### config.mk
export PLATFORM = sky130hd
export DESIGN_NAME = instr_stream_gen
export DESIGN_NICKNAME = d
export VERILOG_FILES = /design/src/rtl/instr_stream_gen_pkg.sv /design/src/rtl/instr_store.sv /design/src/rtl/instr_stream_gen.sv
export SDC_FILE = /design/constraint.sdc
export NUM_CORES = 1
export LEC_CHECK = 0
export CORE_UTILIZATION = 45
export CTS_CLUSTER_DIAMETER = 50
export CTS_CLUSTER_SIZE = 16
export DETAILED_ROUTE_END_ITERATION = 16
export HOLD_SLACK_MARGIN = 0.03
export SLEW_MARGIN = 30
export SYNTH_ARGS = -nofsm -noshare
export SYNTH_HDL_FRONTEND = slang
export SYNTH_SLANG_ARGS = --single-unit
export TNS_END_PERCENT = 1
### constraint.sdc
create_clock -name clk -period 5.39 [get_ports clk]
set_clock_uncertainty 0.2 [all_clocks]
set_input_delay 0.539 -clock clk [delete_from_list [all_inputs] [get_ports clk]]
set_output_delay 0.539 -clock clk [all_outputs]
set_load 0.02 [all_outputs]
### src/rtl/instr_stream_gen_pkg.sv
// Shared constants for the instruction stream generator: default widths and
// FSM state encodings.
package instr_stream_gen_pkg;

  localparam int DEF_INSTR_W = 32;
  localparam int DEF_DEPTH   = 32;
  localparam int DEF_CNT_W   = 16;

  localparam logic [1:0] ST_IDLE = 2'd0;
  localparam logic [1:0] ST_RUN  = 2'd1;
  localparam logic [1:0] ST_DONE = 2'd2;

endpackage

### src/rtl/instr_store.sv
// Program store: single write port, registered read port whose output register
// is the instruction word presented to the consumer.
module instr_store
  import instr_stream_gen_pkg::*;
#(
  parameter int INSTR_W = DEF_INSTR_W,
  parameter int DEPTH   = DEF_DEPTH,
  parameter int ADDR_W  = $clog2(DEPTH)
) (
  input  logic               clk,
  input  logic               reset,
  input  logic               i_we,
  input  logic [ADDR_W-1:0]  i_waddr,
  input  logic [INSTR_W-1:0] i_wdata,
  input  logic               i_re,
  input  logic [ADDR_W-1:0]  i_raddr,
  output logic [INSTR_W-1:0] o_rdata
);

  logic [INSTR_W-1:0] r_mem [DEPTH];
  logic [INSTR_W-1:0] r_rdata;

  // NOTE: the array has no reset so it maps onto plain RAM; loaded programs
  // survive a reset.
  always_ff @(posedge clk) begin
    if (i_we) begin
      r_mem[i_waddr] <= i_wdata;
    end
  end

  // The read register holds its value when i_re is low, which keeps instr
  // stable while the consumer stalls.
  always_ff @(posedge clk) begin
    if (!reset) begin
      r_rdata <= '0;
    end else if (i_re) begin
      r_rdata <= r_mem[i_raddr];
    end
  end

  assign o_rdata = r_rdata;

endmodule

### src/rtl/instr_stream_gen.sv
// Instruction stream generator: issues prog_len stored words over a
// valid/ready port. Define STREAM_LOOP_EN to add the loop_en wrap-around mode.
module instr_stream_gen
  import instr_stream_gen_pkg::*;
#(
  parameter int INSTR_W = DEF_INSTR_W,
  parameter int DEPTH   = DEF_DEPTH,
  parameter int ADDR_W  = $clog2(DEPTH),
  parameter int CNT_W   = DEF_CNT_W
) (
  input  logic               clk,
  input  logic               reset,
  input  logic               ld_we,
  input  logic [ADDR_W-1:0]  ld_addr,
  input  logic [INSTR_W-1:0] ld_data,
  input  logic [ADDR_W:0]    prog_len,
  input  logic               start,
  input  logic               halt,
`ifdef STREAM_LOOP_EN
  input  logic               loop_en,
`endif
  output logic [INSTR_W-1:0] instr,
  output logic               instr_valid,
  input  logic               instr_ready,
  output logic [ADDR_W-1:0]  idx,
  output logic               busy,
  output logic               done,
  output logic [CNT_W-1:0]   issued_cnt
);

  localparam logic [ADDR_W:0] LEN_MAX = (ADDR_W+1)'(DEPTH);

  logic [1:0]         r_state;
  logic [ADDR_W:0]    r_len;
  logic [ADDR_W-1:0]  r_idx;
  logic [CNT_W-1:0]   r_cnt;

  logic               w_start;
  logic               w_xfer;
  logic               w_last;
  logic               w_loop;
  logic               w_we;
  logic               w_rd_en;
  logic [ADDR_W-1:0]  w_rd_addr;
  logic [ADDR_W:0]    w_len;
  logic [INSTR_W-1:0] w_rd_data;

`ifdef STREAM_LOOP_EN
  logic r_loop;

  always_ff @(posedge clk) begin
    if (!reset) begin
      r_loop <= 1'b0;
    end else if (w_start) begin
      r_loop <= loop_en;
    end
  end

  assign w_loop = r_loop;
`else
  assign w_loop = 1'b0;
`endif

  // Halt outranks start in every state; start is only honoured outside RUN.
  assign w_start = start && !halt && (r_state != ST_RUN);
  assign w_xfer  = (r_state == ST_RUN) && instr_ready;
  assign w_last  = ({1'b0, r_idx} == (r_len - (ADDR_W+1)'(1)));
  assign w_len   = (prog_len > LEN_MAX) ? LEN_MAX : prog_len;
  assign w_we    = ld_we && (r_state != ST_RUN);

  // NOTE: every combinational output gets a default first, so no path can
  // leave a value unassigned and infer a latch.
  always_comb begin
    w_rd_en   = 1'b0;
    w_rd_addr = r_idx + ADDR_W'(1);
    if (w_start) begin
      w_rd_en   = 1'b1;
      w_rd_addr = '0;
    end else if (w_xfer && !halt) begin
      if (!w_last) begin
        w_rd_en = 1'b1;
      end else if (w_loop) begin
        w_rd_en   = 1'b1;
        w_rd_addr = '0;
      end
    end
  end

  // NOTE: sequential state uses non-blocking assignments so every register
  // samples the pre-edge values regardless of statement order.
  always_ff @(posedge clk) begin
    if (!reset) begin
      r_state <= ST_IDLE;
      r_len   <= '0;
      r_idx   <= '0;
      r_cnt   <= '0;
    end else if (halt && (r_state != ST_IDLE)) begin
      r_state <= ST_IDLE;
    end else if (w_start) begin
      r_len   <= w_len;
      r_idx   <= '0;
      r_cnt   <= '0;
      r_state <= (w_len == '0) ? ST_DONE : ST_RUN;
    end else if (w_xfer) begin
      if (r_cnt != '1) begin
        r_cnt <= r_cnt + CNT_W'(1);
      end
      if (w_last && !w_loop) begin
        r_state <= ST_DONE;
      end else if (w_last) begin
        r_idx <= '0;
      end else begin
        r_idx <= r_idx + ADDR_W'(1);
      end
    end
  end

  instr_store #(
    .INSTR_W (INSTR_W),
    .DEPTH   (DEPTH),
    .ADDR_W  (ADDR_W)
  ) u_store (
    .clk     (clk),
    .reset   (reset),
    .i_we    (w_we),
    .i_waddr (ld_addr),
    .i_wdata (ld_data),
    .i_re    (w_rd_en),
    .i_raddr (w_rd_addr),
    .o_rdata (w_rd_data)
  );

  assign instr       = w_rd_data;
  assign instr_valid = (r_state == ST_RUN);
  assign idx         = r_idx;
  assign busy        = (r_state == ST_RUN);
  assign done        = (r_state == ST_DONE);
  assign issued_cnt  = r_cnt;

endmodule

==> impl_results.md, run 1 <==
* Worst hold path class: input pin to register
* Post-Syn Area at 42,320 µm²
* Core Box Area at 93,190 µm²
* Skew-Pair Late Insertion Delay at 690 ps
* Final core utilization at 0.5305
* Gr ovfl total at 0
* Chip height at 308.7 µm
* Most used cell, CP: buf_4
* Clock root cell: clkbuf_16
* Met1 GRT Util at 0.3429
* Yosys cell types at 65
* Hpwl dp at 69.40 mm
* Highest net fanout along the worst path at 43
* GRT Total Usage at 0.2458
* Fmax at 252.4 MHz
* RSZ-0062 raised after global routing: no
* Vias at 24,440
* DRC errors left at 0
* Seq/Total Area, Yosys at 0.7555
* Slew Limit Fails at 0
* Initial DRT Pass Iterations at 7
* RePlAce Congestion at 0.8106
* FF+latch count, synth at 1,085
* Vias in the first global route at 24,190
* Buf+Inv Stages, Crit Path at 3
* Setup_tns at 0 ps
* Drt total wl at 116.4 mm
* Most frequent cells in the layout: 1,024 x edfxtp_1, 128 x nor2_1, 111 x a21oi_1, 111 x clkbuf_16, 101 x o22ai_1
* Post-CTS Setup Bufs at 0
* TritonCTS buffer count at 111
* Kind of start point of the critical path: register
* DIE WIDTH at 308.7 µm
* Vias per cell at 6.097
* Critical path cell sequence: ha_2 -> clkinv_1 -> buf_4 -> a21oi_4 -> buf_4 -> o311ai_0 -> a21oi_1 -> o32ai_2
* Worst-Margin Slew at 987.1 ps
* Met2 Use GR at 0.3865
* Fillers at 7,377
* Fin crit share at 0.7351
* YS warnings at 0
* Run status: complete, no violations
* Clk sink count at 1,085
* First-pass GRT wire length at 167.8 mm
* Boundary Pins at 105
* Dominant synthesized flop cell: edfxtp_1
* Clk slew on worst S/H paths at 60 ps
* Number of I/O port buffers at 104
* Fin. Hold Viols at 0
* PostCTS Resize Cnt at 0
* H-tree lvl count at 3
* Peak VDD IR at 0.0003146 V
* Most common cell after layout, fill and taps aside: edfxtp_1
* 1st-iter DRT viols at 2,630
* Setup CP Type: register to register
* Synth async-reset ratio at 0
* Slowest CP cell: dfxtp_4
* Largest net degree at the start of global routing at 129
* Initial Util at 0.4541
* Syn-to-layout area delta at 16.82%
* Total power at 0.01847 W
* CTS tree: done
* Post-synthesis area per instance at 16.96 µm²
* Max_cap viols at 0
* Routed WL per cell at 29.04 µm
* Grt peak-use layer: met2
* Syn Inst Count at 2,495
* Antenna violations before repair at 8
* Crit path capture type: register
* Slew headroom at 0.3404
* Synth area leader: edfxtp_1
* Static Leak at 15.16 nW
* Post-DRT Antenna Nets at 0
* NumNets Final at 2,707
* Synthesized Nets at 2,547
* # rows at 112
* Clock tree buffer depth at 3
* Worst path required time at 5730 ps
* Largest stage delay on the critical path at 640 ps
* GRT met3 Usage at 0.05056
* Top cell type's share of synthesized area at 0.7266
* Die area at 95,270 µm²
* Crit-path leading delay family: compound AO/OA/AOI/OAI gates
* Top post-synthesis cells by area: edfxtp_1 73%, mux4_2 5.1%, dfxtp_1 2.9%
* Tmin final at 3962 ps
* Hold-fix buffer count after cts at 0
* Pwr dens at 373.5 nW/µm²
* Layout cell share with drive strength beyond 1 at 0.1958
* Post-synth EDFFs at 1,024
* WP data arrival at 4300 ps
* Setup-failing EPs final at 0
## report_power, final
group / leakage, nW / switching (W) / internal, W / total [W]
clock network: 1.87 / 0.00346 / 0.00459 / 0.00805
logic: 3.57 / 0.000720 / 0.000358 / 0.00108
registers: 9.72 / 0.0000483 / 0.00929 / 0.00933
## synthesized netlist by cell type (29+ instances only)
cell type and number:
a211oi_1 70, a21oi_1 113, a2bb2oi_1 29, buf_2 57, clkbuf_1 76, dfxtp_1 61
edfxtp_1 1024, inv_1 36, mux2_2 52, mux2i_1 68, mux4_2 96, nand2_1 71
nor2_1 163, nor2b_1 82, o21ai_0 84, o22ai_1 101, o32ai_1 43
## per-layer routing
metal,wire (µm),vias to the layer above,share of wire
li1,-,10370,-
met1,48390,12710,0.42
met2,54640,1135,0.47
met3,9691,211,0.083
met4,3637,6,0.031
met5,32,-,0.00027
## cell families after synthesis
| logic type | Yosys count | synth area share |
|---|---|---|
| flops | 1085 | 0.7555 |
| compound gates | 552 | 0.08846 |
| simple gates | 418 | 0.04825 |
| mux | 216 | 0.08101 |
| buf+inv | 196 | 0.02058 |
| xor+xnor | 25 | 0.005351 |
| fa+ha+maj | 3 | 0.0008871 |
## worst register-to-register path: cells and delay by family, from the launching register on
kind                       cells  cell delay (ps)
DFF                            1              640
adders and majority gates      1              620
AOI/OAI and AO/OA              4             1330
buffers and inverters          3             1030
## through the flow
stage	instance area (µm²)	instances	setup slack [ps]	hold WS [ps]
floorplan	42320	2495	2135	254.0
global placement	45220	3777	1193	288.6
detailed placement	45500	3791	1150	291.0
CTS	49380	4002	1362	164.4
global route	49440	4008	1197	158.5
finish	49440	4008	1428	155.9
## worst paths after layout
kind / startpoint / end / slack [ps] / cells after the start
worst max register to register: idx[0] / u_store.o_rdata[29] / 1430 / 8
worst max-delay path: idx[0] / u_store.o_rdata[29] / 1430 / 8
worst min register to register: u_store.o_rdata[6] / u_store.o_rdata[6] / 290 / 2
worst min-delay path: ld_data[24] / u_store.r_mem[31][24] / 160 / 1
## flip-flops by register name, summed over array words and instances (netlist names)
register / cells
r_state: 2
idx: 5
u_store.o_rdata: 32
u_store.r_mem: 1024
r_len: 6
issued_cnt: 16
## cell type report
class	instances	area (µm²)	share of cell area
clock inverters	89	1042	0.02108
multi-input cells	1214	9838	0.1990
well taps	1254	1569	0.03174
flip-flops and latches	1085	31970	0.6467
diodes	1	2.502	0.00005062
clock buffers	122	2839	0.05742
inverters	38	142.6	0.002885
repair buffers	205	2031	0.04108
No activity file was read; power rests on OpenSTA's default activity.
==> run 2: changes to the inputs <==
- clock period: 5.39 -> 3.25 ns (I/O delays scaled with it)
==> run 2 against run 1 <==
  * Largest power group unchanged
  * Clock power rose by 75%
  * Critical path type unchanged
  * Critical path depth rose by 1
  * The flow now finishes with violations (design-rule violations)
  * Largest cell class unchanged
  * Routed wire length rose by 2.4%
  * Maximum frequency rose by 25%
  * Register-to-register slack got worse by 1300 ps
==> impl_results.md, run 2 (synthesized netlist as in run 1, its figures left out) <==
* Clock tree buffer depth at 3
* Reg2reg start: idx[2]
* Fmax at 315.7 MHz
* Final core utilization at 0.5424
* NumNets Final at 2,800
* DRC errors left at 1
* Largest stage delay on the critical path at 520 ps
* Boundary Pins at 105
* Skew-Pair Late Insertion Delay at 700 ps
* Worst hold path class: input pin to register
* Clk slew on worst S/H paths at 70 ps
* 1st-iter DRT viols at 2,762
* Vias at 24,710
* Worst hold path endpoint: r_len[3]
* Setup-failing EPs final at 0
* Inst Count DP at 3,878
* Buf+Inv Stages, Crit Path at 3
* RSZ-0062 raised after global routing: no
* Pwr dens at 622.6 nW/µm²
* Antenna violations before repair at 2
* Max_cap viols at 0
* Largest net degree at the start of global routing at 105
* Diodes inserted at 0
* Slew Limit Fails at 0
* RePlAce Congestion at 0.8412
* # rows at 112
* Most used cell, CP: buf_12
* Highest net fanout along the worst path at 27
* Die area at 95,270 µm²
* Layout cell share with drive strength beyond 1 at 0.2140
* Worst path required time at 3590 ps
* Vias in the first global route at 24,610
* Routed WL per cell at 29.03 µm
* Post-DRT Antenna Nets at 0
* Drt total wl at 119.2 mm
* Hpwl dp at 69.62 mm
* Largest register FFs at 1,024
* Most common cell after layout, fill and taps aside: edfxtp_1
* Gr ovfl total at 0
* Finished Layout Cells at 4,105
* Clock root cell: clkbuf_16
* Most frequent cells in the layout: 1,024 x edfxtp_1, 149 x buf_4, 128 x nor2_1
* Syn-to-layout area delta at 19.44%
* Worst-Margin Slew at 764.0 ps
* Static Leak at 15.69 nW
* Setup CP Type: register to register
* Slowest CP cell: dfxtp_1
* Flop-to-flop setup slack at 80 ps
* R2r endpoint: u_store.o_rdata[29]
* Fin crit share at 0.9746
* Slew headroom at 0.4896
* Crit path capture type: register
* Hold slack at 93.88 ps
* Clk sink count at 1,085
* Run status: complete, but fails checks
* GRT Total Usage at 0.2518
* Vias per cell at 6.018
* Number of I/O port buffers at 104
* Crit-path leading delay family: compound AO/OA/AOI/OAI gates
* DIE WIDTH at 308.7 µm
* Kind of start point of the critical path: register
* Hold Crit Depth at 3
* Core Box Area at 93,190 µm²
* WP data arrival at 3510 ps
* Reg2reg path depth at 9
* Critical path cell sequence: buf_4 -> xor2_4 -> buf_12 -> buf_12 -> mux4_2 -> o22ai_1 -> o21ai_0 -> a21oi_1 -> o32ai_2
* Violated checks: design-rule violations
* Peak VDD IR at 0.0006854 V
* CTS tree: done
* First-pass GRT wire length at 171.4 mm
* Start point of the worst hold path: prog_len[3]
* TritonCTS buffer count at 115
* Chip height at 308.7 µm
* Fin. Hold Viols at 0
* Initial Util at 0.4541
* H-tree lvl count at 3
* Tmin final at 3167 ps
* Initial DRT Pass Iterations at 12
* Largest Register: u_store.r_mem
run 2: cell type report:
type / count / area (µm²)
clock inverter: 86 / 1075
fill: 7293 / 42640
inverter: 38 / 142.6
sequential: 1085 / 31970
tap: 1254 / 1569
multi-input combinational: 1214 / 9826
clock buffer: 134 / 3083
timing repair buffer: 294 / 2875
run 2: tightest hold or removal path, cell delays in order:
cell             delay [ps]
clkdlybuf4s50_1         430
nand3b_1                 90
a21boi_0                 70
run 2: worst max path at each step:
stage,startpoint,to,slack (ps),cells after the start
final,idx[2],u_store.o_rdata[29],80,9
after global routing,idx[2],u_store.o_rdata[20],20,9
after CTS,idx[2],u_store.o_rdata[20],170,9
after detailed placement,start,u_store.o_rdata[14],120,11
after global placement,start,u_store.o_rdata[0],180,10
after floorplan,r_state[1],u_store.r_mem[12][0],-5,6
run 2: metal layers:
layer	vias up	part of all wire	global-route usage
li1	10560	-	-
met3	176	0.089	0.05036
met2	1211	0.47	0.4044
met5	-	0.00018	0
met4	4	0.029	0.08145
met1	12750	0.41	0.3455
run 2: metrics by stage:
stage	worst slack [ps]	power, W	area [µm²]	setup TNS [ps]
after global placement	178.9	0.01766	46350	0
after global routing	17.80	0.03229	50540	0
after CTS	165.3	0.03161	50510	0
final	82.68	0.03147	50540	0
after floorplan	-4.848	0.01672	42320	-924.7
after detailed placement	122.0	0.01769	46350	0
run 2: report_power, final:
part | internal [W] | leakage [nW] | switching [W]
combinational | 0.000696 | 4.00 | 0.00124
clock | 0.00823 | 1.97 | 0.00583
sequential | 0.0154 | 9.72 | 0.0000725
total | 0.0243 | 15.7 | 0.00714
run 2: timing repair:
item / in CTS / in global routing
resized for setup: 0 / 0
endpoints found under the setup margin: 0 / 0
hold buffers: 1 / 6
endpoints found under the hold margin: 32 / 192
buffers inserted: 0 / 0
==> run 3: changes to the inputs <==
- REMOVE_ABC_BUFFERS: not set -> 1
- SLEW_MARGIN: 30 -> not set
- SYNTH_HIERARCHICAL: not set -> 1
==> run 3 against run 2 <==
  * The run now ends clean
  * First-iteration DRC count decreased by 10%
  * Via count shrank 3.5%
  * Routed wire length decreased by 3.7%
  * Synthesized cell count shrank 2.0%
  * Cell area is 0.30% higher
  * Count of clock-buffer cells in the layout fell by 17
  * Final cell count shrank 0.93%
  * Worst hold slack got worse by 10 ps
  * Combinational power fell by 23%
==> impl_results.md, run 3 <==
* Run status: complete, no violations
* Fin crit share at 0.9713
* FF+latch area at 31,970 µm²
* Yosys cell types at 51
* Fin. Hold Viols at 0
* Slowest CP cell: or4_1
* Peak VDD IR at 0.0003941 V
* Fmax at 316.8 MHz
* Post-Syn Area at 42,450 µm²
* Post-DRT Antenna Nets at 0
* Clk sink count at 1,085
* DRC errors left at 0
* Largest net degree at the start of global routing at 43
* DIE WIDTH at 309.1 µm
* Largest Register: u_store/r_mem
* Chip height at 309.1 µm
* Static Leak at 18.56 nW
* First-pass GRT wire length at 163.4 mm
* Max_cap viols at 0
* Post-synth EDFFs at 1,024
* Clock tree buffer depth at 3
* Vias at 23,840
* Final instance area at 50,700 µm²
* Routed WL per cell at 28.21 µm
* H-tree lvl count at 3
* Drt total wl at 114.7 mm
* Core Box Area at 93,330 µm²
* Crit path capture type: register
* Setup CP Type: register to register
* Most used cell, CP: buf_4
* CTS tree: done
* Synth area leader: edfxtp_1
* Most numerous cell in the Yosys netlist: edfxtp_1
* Vias in the first global route at 23,720
* Multi-input logic area at 9848 µm²
* Pwr dens at 579.3 nW/µm²
* # rows at 112
* Hpwl dp at 62.69 mm
* Worst hold path class: input pin to register
* Most common cell after layout, fill and taps aside: edfxtp_1
* Critical path cell sequence: nand2b_1 -> and3_1 -> buf_4 -> buf_4 -> nor2_1 -> nand2b_2 -> buf_12 -> buf_4 -> a21oi_1 -> or4_1 -> a21oi_1
* YS warnings at 6
* Highest net fanout along the worst path at 9
* Initial DRT Pass Iterations at 8
* Kind of start point of the critical path: register
* Synth cell count leaders: 1,024 x edfxtp_1, 521 x mux2i_1, 256 x a22oi_1
* Placement-stage cell area at 47,120 µm²
* Seq/Total Area, Yosys at 0.7531
* GRT Total Usage at 0.2390
* Setup_tns at 0 ps
* RSZ-0062 raised after global routing: no
* Synth async-reset ratio at 0
* Die area at 95,570 µm²
* Largest stage delay on the critical path at 590 ps
* Grt peak-use layer: met2
* Syn Inst Count at 2,446
* 1st-iter DRT viols at 2,482
* NumNets Final at 2,780
* Clock root cell: clkbuf_16
* Worst path required time at 3660 ps
* Tmin final at 3157 ps
* Setup-failing EPs final at 0
* Vias per cell at 5.861
* Slew headroom at 0.2708
* Gr ovfl total at 0
* Syn-to-layout area delta at 19.42%
* Worst-Margin Slew at 1090 ps
* Total power at 0.02937 W
* Most frequent cells in the layout: 1,024 x edfxtp_1, 521 x mux2i_1, 256 x a22oi_1
* Skew-Pair Late Insertion Delay at 680 ps
* Top cell type's share of synthesized area at 0.7243
* Boundary Pins at 105
* Slew Limit Fails at 0
* RePlAce Congestion at 0.7795
* Layout cell share with drive strength beyond 1 at 0.1590
* Post-synthesis area per instance at 17.36 µm²
* Number of I/O port buffers at 104
* TritonCTS buffer count at 103
* Met2 Use GR at 0.3982
* WP data arrival at 3570 ps
* Fillers at 7,332
* Largest register FFs at 1,024
* Top post-synthesis cells by area: edfxtp_1 72%, mux2i_1 12%, a22oi_1 4.5%
* Dominant synthesized flop cell: edfxtp_1
* FF+latch count, synth at 1,085
* Initial Util at 0.4549
* Clk slew on worst S/H paths at 70 ps
* Met1 GRT Util at 0.3299
* Antenna violations before repair at 4
* GRT met3 Usage at 0.02953
[run 3: repair_timing]
item,4_1_cts,5_1_grt
hold buffers,2,0
gates resized for setup,0,1
endpoints found under the setup margin,0,1
endpoints found under the hold margin,10,0
setup buffers,0,0
[run 3: worst paths after layout]
| kind | depth (start not counted) | startpoint | end | slack, ps |
|---|---|---|---|---|
| max | 11 | r_state[1] | u_store/o_rdata[29] | 90 |
| min | 3 | prog_len[1] | r_len[1] | 80 |
| max reg2reg | 11 | r_state[1] | u_store/o_rdata[29] | 90 |
| min reg2reg | 2 | r_len[5] | r_len[5] | 300 |
[run 3: critical path, delay by kind of cell, from the launching register on]
family | cells | cell delay (ps)
flip-flops | 1 | 310
AND/OR/NAND/NOR | 5 | 1710
AO/OA/AOI/OAI | 2 | 260
buffers and inverters | 4 | 610
[run 3: area by class of cell]
class                   count  share of cell area
diodes                      1          0.00004936
clock buffers             117             0.05269
clock inverters            72             0.01735
inverters                   7           0.0005183
multi-input cells        1209              0.1943
flip-flops and latches   1085              0.6306
well taps                1254             0.03095
repair buffers            322             0.07355
[run 3: metrics by stage]
step / utilization / instances / hold slack (ps) / setup WS [ps]
6_report: 0.5432 / 4067 / 83.74 / 93.39
5_1_grt: 0.5432 / 4067 / 88.72 / 8.124
4_1_cts: 0.5431 / 4066 / 50.56 / 70.39
3_5_place_dp: 0.5049 / 3875 / 294.4 / -249.8
3_3_place_gp: 0.5049 / 3875 / 282.5 / -230.2
2_1_floorplan: - / 2301 / 223.9 / -30870
[run 3: logic make-up after synthesis]
family                     synth area share
DFF                                  0.7531
muxes                                0.1228
AOI/OAI and AO/OA                   0.07371
and+or+nand+nor                     0.02432
buffers and inverters               0.02163
xor gates and xnor gates           0.003507
adders and majority gates         0.0008843
[run 3: routing by layer]
metal,up-vias,part of all wire
met5,-,0.00023
met4,4,0.023
met3,163,0.064
met2,897,0.49
met1,12390,0.42
li1,10390,-
[run 3: power breakdown]
| group | total (W) | internal, W | switching, W | leakage [nW] |
|---|---|---|---|---|
| Sequential | 0.0155 | 0.0154 | 0.0000527 | 9.72 |
| Clock | 0.0124 | 0.00695 | 0.00546 | 1.66 |
| Combinational | 0.00149 | 0.000627 | 0.000864 | 7.18 |
